[src/rtl/iter_ddot.sv]
// ---------------------------------------------------------------------------
// iter_ddot -- iterative signed dot-product engine (one shared multiplier)
//
// Accepts one LANES-wide pair of signed vectors and reduces them one lane per
// cycle into a wide accumulator, then raises a one-cycle result strobe. A
// chained request adds onto the previous running sum, so vectors longer than
// LANES can be reduced in several passes. A request arriving while busy is
// dropped and sets a sticky overrun flag.
//
// Parameters:
//   DATA_W  signed operand element width
//   LANES   elements per vector = MAC cycles per operation (>= 1)
//   ACC_W   signed accumulator width (>= 2*DATA_W + clog2(LANES))
//   OUT_W   signed result width (<= ACC_W)
//
// Ports:
//   clk    in   rising-edge clock
//   rst    in   asynchronous active-low reset
//   ready  in   operand-valid strobe; accepted when busy=0
//   chain  in   1 = add onto previous running sum, 0 = start from zero
//   x, y   in   packed vectors, lane i at [i*DATA_W +: DATA_W]
//   busy   out  high while a MAC sequence is running
//   vld    out  one-cycle result strobe
//   z      out  formatted result, held until the next result
//   err    out  sticky overrun flag (request while busy), cleared by reset
//
// Configuration macro:
//   DDOT_SAT_EN  defined   -> result saturates to the signed OUT_W range
//                undefined -> result is the low OUT_W bits of the sum (wrap)
// ---------------------------------------------------------------------------
module iter_ddot #(
    parameter int DATA_W = 16,
    parameter int LANES  = 4,
    parameter int ACC_W  = 48,
    parameter int OUT_W  = 32
) (
    input  logic                      clk,
    input  logic                      rst,
    input  logic                      ready,
    input  logic                      chain,
    input  logic [LANES*DATA_W-1:0]   x,
    input  logic [LANES*DATA_W-1:0]   y,
    output logic                      busy,
    output logic                      vld,
    output logic [OUT_W-1:0]          z,
    output logic                      err
);

    localparam int                IDX_W    = (LANES > 1) ? $clog2(LANES) : 1;
    localparam logic [IDX_W-1:0]  LAST_IDX = IDX_W'(LANES - 1);

    typedef enum logic {
        IDLE = 1'b0,
        MAC  = 1'b1
    } state_t;

    state_t                    state;
    state_t                    state_nxt;

    logic [LANES*DATA_W-1:0]   xr;
    logic [LANES*DATA_W-1:0]   yr;
    logic [IDX_W-1:0]          idx;
    logic signed [ACC_W-1:0]   acc;

    logic                      accept;
    logic                      last;
    logic                      overrun;

    logic signed [DATA_W-1:0]   xa;
    logic signed [DATA_W-1:0]   ya;
    logic signed [2*DATA_W-1:0] prod;
    logic signed [ACC_W-1:0]    prod_ext;
    logic signed [ACC_W-1:0]    sum;
    logic [OUT_W-1:0]           res;

    // -----------------------------------------------------------------------
    // FSM: state register
    // -----------------------------------------------------------------------
    // NOTE: sequential state is always written with non-blocking assignments
    // so every register samples the pre-edge values of its neighbours.
    always_ff @(posedge clk or negedge rst) begin
        if (!rst) begin
            state <= IDLE;
        end else begin
            state <= state_nxt;
        end
    end

    // -----------------------------------------------------------------------
    // FSM: next state and control decodes
    // -----------------------------------------------------------------------
    // NOTE: every signal written here gets a default first, otherwise a path
    // that skips an assignment would infer a latch.
    always_comb begin
        state_nxt = state;
        accept    = 1'b0;
        last      = 1'b0;
        overrun   = 1'b0;
        case (state)
            IDLE: begin
                if (ready) begin
                    accept    = 1'b1;
                    state_nxt = MAC;
                end
            end
            MAC: begin
                // Any request while busy is dropped; the running op continues.
                overrun = ready;
                if (idx == LAST_IDX) begin
                    last      = 1'b1;
                    state_nxt = IDLE;
                end
            end
            default: state_nxt = IDLE;
        endcase
    end

    assign busy = (state == MAC);

    // -----------------------------------------------------------------------
    // Datapath: one lane per cycle through a single signed multiplier
    // -----------------------------------------------------------------------
    assign xa       = xr[idx*DATA_W +: DATA_W];
    assign ya       = yr[idx*DATA_W +: DATA_W];
    assign prod     = xa * ya;
    // Signed size cast sign-extends the full-precision product.
    assign prod_ext = ACC_W'(prod);
    // Wraps modulo 2^ACC_W; never saturated, so chained sums stay exact.
    assign sum      = acc + prod_ext;

`ifdef DDOT_SAT_EN
    localparam logic signed [ACC_W-1:0] SAT_MAX =
        (ACC_W'(1) << (OUT_W - 1)) - ACC_W'(1);
    localparam logic signed [ACC_W-1:0] SAT_MIN = ~SAT_MAX;

    always_comb begin
        res = sum[OUT_W-1:0];
        if (sum > SAT_MAX) begin
            res = SAT_MAX[OUT_W-1:0];
        end else if (sum < SAT_MIN) begin
            res = SAT_MIN[OUT_W-1:0];
        end
    end
`else
    assign res = sum[OUT_W-1:0];
`endif

    // -----------------------------------------------------------------------
    // Operand capture
    // -----------------------------------------------------------------------
    // NOTE: the operand holding registers carry no reset: they are only read
    // in MAC, which is always entered through an accept that loads them.
    always_ff @(posedge clk) begin
        if (accept) begin
            xr <= x;
            yr <= y;
        end
    end

    // -----------------------------------------------------------------------
    // Accumulator, lane index, result and flags
    // -----------------------------------------------------------------------
    always_ff @(posedge clk or negedge rst) begin
        if (!rst) begin
            acc <= '0;
            idx <= '0;
            z   <= '0;
            vld <= 1'b0;
            err <= 1'b0;
        end else begin
            vld <= last;
            if (overrun) begin
                err <= 1'b1;
            end
            if (accept) begin
                idx <= '0;
                if (!chain) begin
                    acc <= '0;
                end
            end else if (state == MAC) begin
                acc <= sum;
                idx <= last ? '0 : idx + 1'b1;
                if (last) begin
                    z <= res;
                end
            end
        end
    end

endmodule

[config.mk]
export PLATFORM = sky130hd
export DESIGN_NAME = iter_ddot
export DESIGN_NICKNAME = d
export VERILOG_FILES = /design/src/rtl/iter_ddot.sv
export SDC_FILE = /design/constraint.sdc
export NUM_CORES = 1
export LEC_CHECK = 0
export BUFFER_PORTS_ARGS = -buffer_cell sky130_fd_sc_hd__buf_2
export CAP_MARGIN = 15
export CORE_UTILIZATION = 40
export CTS_BUF_LIST = sky130_fd_sc_hd__clkbuf_4 sky130_fd_sc_hd__clkbuf_8
export DETAILED_ROUTE_END_ITERATION = 16
export PLACE_DENSITY = 0.65
export SLEW_MARGIN = 20
export SYNTH_ARGS = -nofsm -noshare
export SYNTH_HDL_FRONTEND = slang
export SYNTH_SLANG_ARGS = --single-unit
[constraint.sdc]
create_clock -name clk -period 6.7 [get_ports clk]
set_input_delay 1.34 -clock clk [delete_from_list [all_inputs] [get_ports clk]]
set_output_delay 1.34 -clock clk [all_outputs]
set_load 0.01 [all_outputs]
==> results of run 1 <==
## worst register-to-register path: cells and delay by family, from the launching register on
kind | cells | cell delay [ps]
adder cells (fa/ha/maj) | 7 | 3190
buffers and inverters | 8 | 810
AO/OA/AOI/OAI | 4 | 790
AND/OR/NAND/NOR | 3 | 600
multiplexers | 2 | 590
flip-flops | 1 | 470
XOR/XNOR | 1 | 120
## registers in the layout, summed over array words and instances, names as in the netlist
| signal | count |
|---|---|
| yr | 64 |
| acc | 32 |
| vld | 1 |
| z | 32 |
| err | 1 |
| idx | 2 |
| xr | 64 |
| busy | 1 |
## stage by stage
| stage | hold slack [ps] | setup TNS [ps] | setup WS [ps] | instances | util [%] |
|---|---|---|---|---|---|
| detailed placement | 460 | -2240 | -202 | 2498 | 47.3 |
| finish | 478 | 0 | 40.3 | 2566 | 50.8 |
| CTS | 490 | 0 | 2.98 | 2535 | 48.4 |
| global placement | 453 | -693 | -130 | 2498 | 47.3 |
| floorplan | 449 | 0 | 8.04 | 1591 | - |
| global route | 500 | -1720 | -153 | 2565 | 50.8 |
## cell type report
class | count | area [µm²]
multi-input combinational | 1027 | 11800
timing repair buffer | 396 | 2760
antenna | 1 | 2.50
sequential | 197 | 5570
fill | 3999 | 21800
clock inverter | 14 | 175
tap | 592 | 741
clock buffer | 18 | 241
inverter | 321 | 1210
## cells by family after synthesis
| kind of cell | count (synthesis) |
|---|---|
| and+or+nand+nor | 366 |
| xor gates and xnor gates | 39 |
| AOI/OAI and AO/OA | 149 |
| buffers and inverters | 367 |
| muxes | 82 |
| DFF | 197 |
| adders and majority gates | 391 |
## path summary, 6_finish.rpt
kind	start	endpoint	slack, ps	depth (start not counted)
worst max-delay path	idx[1]	z[23]	40	25
worst min-delay path	err	err	480	1
worst max register to register	idx[1]	z[23]	40	25
max in group asynchronous	rst	idx[0]	4950	2
worst min register to register	err	err	480	1
min in group asynchronous	rst	z[3]	580	1
## routing by layer
layer	vias up	routed length [µm]
li1	5763	-
met2	302	24900
met3	58	1880
met4	0	1220
met5	-	0
met1	6560	19200
## synthesized netlist by cell type, drive strengths merged, types with 4 or more instances
library cell / n / area share [%]
a21boi: 4 / 0.17
a21o: 6 / 0.25
a21oi: 22 / 0.68
a22o: 28 / 1.4
and2: 22 / 0.77
buf: 18 / 0.47
clkbuf: 28 / 0.58
dfrtp: 69 / 9.6
edfxtp: 128 / 21
fa: 292 / 33
ha: 99 / 6.9
inv: 320 / 6.7
mux2: 48 / 3.0
mux2i: 22 / 1.2
mux4: 12 / 1.5
nand2: 177 / 3.7
nand3: 10 / 0.28
nor2: 124 / 2.6
nor2b: 7 / 0.24
nor3: 8 / 0.22
nor3b: 4 / 0.17
o211ai: 5 / 0.21
o21a: 24 / 1.0
o21ai: 41 / 1.2
o31ai: 4 / 0.17
xnor2: 30 / 1.5
xor2: 9 / 0.44
## timing repair
| item | in CTS | in global routing |
|---|---|---|
| buffers inserted | 5 | 31 |
| cloned | 0 | 1 |
| resized for setup | 24 | 186 |
| pin swaps | 4 | 88 |
| endpoints found under the setup margin | 25 | 33 |
==> metrics.txt, run 1 <==
Synth-to-Final Area Change=25.1%; routing usage on met2=38.7%; kind of launch point of the worst setup path=flop; crit path DAT=7120 ps; count of buffers from port buffering=166; Compound-Gate Fraction of Synth Area=5.71%; cell count after synthesis=approximately 1,600; global route hottest layer=met2; type of the worst setup path=reg2reg; CTS tree=built; result of the run=complete, no violations; largest net degree at the start of global routing=75; half-perimeter wire length of the detailed placement result=slightly below 40,000 µm; area after detailed placement=20,900 µm²; number of antenna violations at the first check in global routing=1; chip width=roughly 210 µm; number of enable-type register cells in the synthesized netlist=roughly 130; Hold Path Class=reg2reg; combined buffer and inverter count along the critical path=8; share of synthesized cell area in full adder, half adder and majority cells=39.4%; fraction of registers with async set/reset=about a third; number of synthesized register bits=197; GR Layer Usage met1=between 20% and 30%; Max Cap Viol=0; cell repeated most along the worst path=sky130_fd_sc_hd__fa_1; cell row count=77; number of nets produced by synthesis=2,114; clock network latency to the later pin of the worst-skew pair=about 570 ps; unique cell type count in the Yosys netlist=57; post-synthesis sequential area ratio=roughly 31%; number of routed nets with antenna violations=0; critical-path cell with the highest stage delay=sky130_fd_sc_hd__fa_1; number of failing setup endpoints in the final timing report=0; hold violation total from the final report=0; clock skew after layout=roughly 21 ps; peak clock frequency supported by timing=around 150 MHz; RSZ-0062 raised after global routing=yes; Primary FF master, synth=sky130_fd_sc_hd__edfxtp_1; TritonCTS Buffers=17; drt drc=0; fraction of layout cells with a size suffix above 1=32.6%; kind of capture point of the worst setup path=flop; stage delay of the slowest cell on the critical path=550 ps; delay-heaviest family, CP=adder cells; Initial Util=between 40 and 50%; number of nets in the layout=about 2,500; worst relative slew slack=about two fifths; most common library cell in the layout ignoring fill and taps=sky130_fd_sc_hd__inv_1; Tightest Pin Transition=around 930 ps; number of clock sinks=~200; Min Clock Period, post-route=6660 ps; clock transition at the registers of the reported paths=120 ps; area of the core=around 44,000 µm²; met3 routing resource usage after global routing=under 10%; post-synth design cell area=around 18,000 µm²; final design area excluding fillers=roughly 22,000 µm²; GRT Residual Overflow=0; routability-driven placement congestion ratio=about 0.91; Die Area=approximately 46,000 µm²; total vias in the final route=~13,000; I/O pin total=between 150 and 200; required time at the worst-slack endpoint=7160 ps; Yosys warning total=0; overall routing resource usage=about 22%; htree depth=4; fin. max-slew vios=0; CTS Root Cell=sky130_fd_sc_hd__clkbuf_8; main combinational cell family by area after synthesis=adder cells; DRT iter0 DRCs=slightly above 700; wirelength, routed=47,100 µm; post-synthesis mux area share=~5.8%; simple-gate share of the synthesized area=8.50%; commonest cells after routing, fill and taps aside=sky130_fd_sc_hd__inv_1 (296), sky130_fd_sc_hd__fa_1 (281), sky130_fd_sc_hd__buf_4 (200); average via count per standard cell=4.94; Post-Synth XOR/XNOR Area=approximately 1.9%; height of the die=around 210 µm; iteration count of the initial detailed-routing pass=7; first-pass GRT wire length=75,200 µm; period utilization=99.4%; buffer depth of the longest clock path=2; Hold Buf Count CTS=0; Mean Syn Cell Area=around 11 µm²; Max FO, Critical Path=8; number of global-route vias before repair=14,000; mean routed wirelength per cell=about 18 µm
Power of run 1 is not shown: default switching activity piles up to over one toggle a cycle in this logic, so the estimate is an artifact.
==> inputs of run 2 (changes only) <==
--- a/config.mk
+++ b/config.mk
@@ -5,12 +5,12 @@
 export SDC_FILE = /design/constraint.sdc
 export NUM_CORES = 1
 export LEC_CHECK = 0
-export BUFFER_PORTS_ARGS = -buffer_cell sky130_fd_sc_hd__buf_2
+export BUFFER_PORTS_ARGS = -buffer_cell sky130_fd_sc_hd__clkbuf_2
 export CAP_MARGIN = 15
 export CORE_UTILIZATION = 40
 export CTS_BUF_LIST = sky130_fd_sc_hd__clkbuf_4 sky130_fd_sc_hd__clkbuf_8
 export DETAILED_ROUTE_END_ITERATION = 16
-export PLACE_DENSITY = 0.65
+export PLACE_DENSITY = 0.62
 export SLEW_MARGIN = 20
 export SYNTH_ARGS = -nofsm -noshare
 export SYNTH_HDL_FRONTEND = slang
==> constraint.sdc (replaced) <==
create_clock -name clk -period 6.2 [get_ports clk]
set_input_delay 1.24 -clock clk [delete_from_list [all_inputs] [get_ports clk]]
set_output_delay 1.24 -clock clk [all_outputs]
set_load 0.01 [all_outputs]
==> metrics.txt, run 2 (same netlist as run 1, synthesis figures left out) <==
Antenna Cells=0 (-1); CTS tree=built; kind of capture point of the worst setup path=flop; Max FO, Critical Path=6 (-2); cell row count=77 (unchanged); kind of launch point of the worst setup path=flop; routability-driven placement congestion ratio=0.902 (-1.4%); number of global-route vias before repair=14,400 (+2.3%); overall routing resource usage=22.1% (+0.27 points); Hold Path Class=reg2reg; Setup TNS Final=-10,270 ps (-10,270 ps); routed wire length on met2=25,400 µm (+2.2%); largest net degree at the start of global routing=91 (+21%); buffer depth of the longest clock path=2 (unchanged); area of the core=44,300 µm² (unchanged); stage delay of the slowest cell on the critical path=630 ps (+80 ps); fin. max-slew vios=0 (unchanged); CTS Root Cell=sky130_fd_sc_hd__clkbuf_8; crit path launch=idx[1]; Max Cap Viol=0 (unchanged); half-perimeter wire length of the detailed placement result=38,500 µm (-0.88%); count of buffers from port buffering=166 (unchanged); hold_sp=err; result of the run=finished, violations left; mean routed wirelength per cell=18.3 µm (-0.18%); htree depth=4 (unchanged); RSZ-0062 raised after global routing=yes; number of antenna violations at the first check in global routing=0 (-1); Reg-to-Reg Start=idx[1]; I/O pin total=167 (unchanged); number of clock sinks=197 (unchanged); Initial Util=40.6% (unchanged); top routing layer used=met4; fraction of layout cells with a size suffix above 1=35.8% (+3.2 points); Met3 Routed Length=1890 µm (+0.69%); chip width=214 µm (unchanged); Synth-to-Final Area Change=29.7%; wirelength, routed=47,700 µm (+1.1%); iteration count of the initial detailed-routing pass=5 (-2); Met1 Routed Length=19,000 µm (-0.63%); height of the die=214 µm (unchanged); peak clock frequency supported by timing=150 MHz (+0.13%); clock transition at the registers of the reported paths=120 ps (about the same); number of routed nets with antenna violations=0 (unchanged); DRT iter0 DRCs=551 (-23%); GRT Residual Overflow=0 (unchanged); violations in the final reports=setup timing; type of the worst setup path=reg2reg; hold violation total from the final report=0 (unchanged); Hold Buf Count CTS=0 (unchanged); TritonCTS Buffers=17 (unchanged); first-pass GRT wire length=76,300 µm (+1.5%); clock network latency to the later pin of the worst-skew pair=580 ps (about the same); top flop regs=xr (64), yr (64); drt drc=0 (unchanged); Post-Place Worst Slack=-697 ps (-496 ps); worst relative slew slack=36.0% (-2.2 points); total vias in the final route=12,700 (+0.23%); Tightest Pin Transition=960 ps (+33.5 ps); smallest setup slack after layout=-451 ps (-491 ps); crit path DAT=7130 ps (about the same); critical-path cell with the highest stage delay=sky130_fd_sc_hd__fa_2; commonest cells after routing, fill and taps aside=sky130_fd_sc_hd__inv_1 (298), sky130_fd_sc_hd__fa_1 (277), sky130_fd_sc_hd__buf_4 (215); period utilization=107% (+7.9 points); Min Clock Period, post-route=6650 ps (-8.92 ps); required time at the worst-slack endpoint=6680 ps (-480 ps); number of nets in the layout=2,518 (+1.4%); clock skew after layout=20.4 ps (-0.661 ps); area after detailed placement=21,400 µm² (+2.2%); final design area excluding fillers=23,300 µm² (+3.7%); average via count per standard cell=4.89 (-1.1%); number of failing setup endpoints in the final timing report=35 (+35); Die Area=45,800 µm² (unchanged); most common library cell in the layout ignoring fill and taps=sky130_fd_sc_hd__inv_1
-- run 2: changes by cell type in the layout (fill, tap and decap cells not counted), moves of 9 or more --
cell / previous run / this run
sky130_fd_sc_hd__ha_1: 86 / 75
sky130_fd_sc_hd__buf_2: 166 / 0
sky130_fd_sc_hd__buf_6: 19 / 33
sky130_fd_sc_hd__nand2_1: 168 / 159
sky130_fd_sc_hd__buf_4: 200 / 215
sky130_fd_sc_hd__clkbuf_2: 0 / 165
-- run 2: through the flow --
stage | hold slack, ps | util, % | cells
6_report | 476 | 52.6 | 2600
5_1_grt | 497 | 52.6 | 2600
4_1_cts | 485 | 51.0 | 2584
3_5_place_dp | 455 | 48.3 | 2528
3_3_place_gp | 440 | 48.2 | 2527
2_1_floorplan | 449 | - | 1591
-- run 2: layout make-up --
cell class / instances / area (µm²)
Tap cell: 592 / 741
Clock inverter: 15 / 218
Fill cell: 3959 / 21000
Multi-Input combinational cell: 1028 / 12200
Inverter: 321 / 1210
Sequential cell: 197 / 5580
Timing Repair Buffer: 430 / 3180
Clock buffer: 17 / 234
-- run 2: path summary, 6_finish.rpt --
check | depth (start not counted) | slack (ps) | to
worst min register to register | 1 | 480 | err
min in group asynchronous | 1 | 800 | z[7]
worst max register to register | 25 | -450 | z[31]
worst min-delay path | 1 | 480 | err
max in group asynchronous | 1 | 4700 | idx[0]
worst max-delay path | 25 | -450 | z[31]
-- run 2: metal layers --
metal	GRT usage, %	up-vias
li1	-	5839
met4	7.51	0
met1	26.5	6580
met5	0	-
met2	39.6	228
met3	3.94	65
-- run 2: timing repair --
action                                  4_1_cts  5_1_grt
setup buffers                                23       14
resized for setup                           130      119
endpoints found under the setup margin       40       44
gates cloned                                  2        3
pin swaps                                    34       67
-- run 2: worst max-delay path: cells and delay by family, from the launching register on --
family	cells	cell delay (ps)
multiplexers	2	600
buffers and inverters	7	580
AO/OA/AOI/OAI	5	960
AND/OR/NAND/NOR	3	320
flip-flops	1	490
XOR/XNOR	1	160
adder cells (fa/ha/maj)	7	3450
Power of run 2 is left out for the same reason.
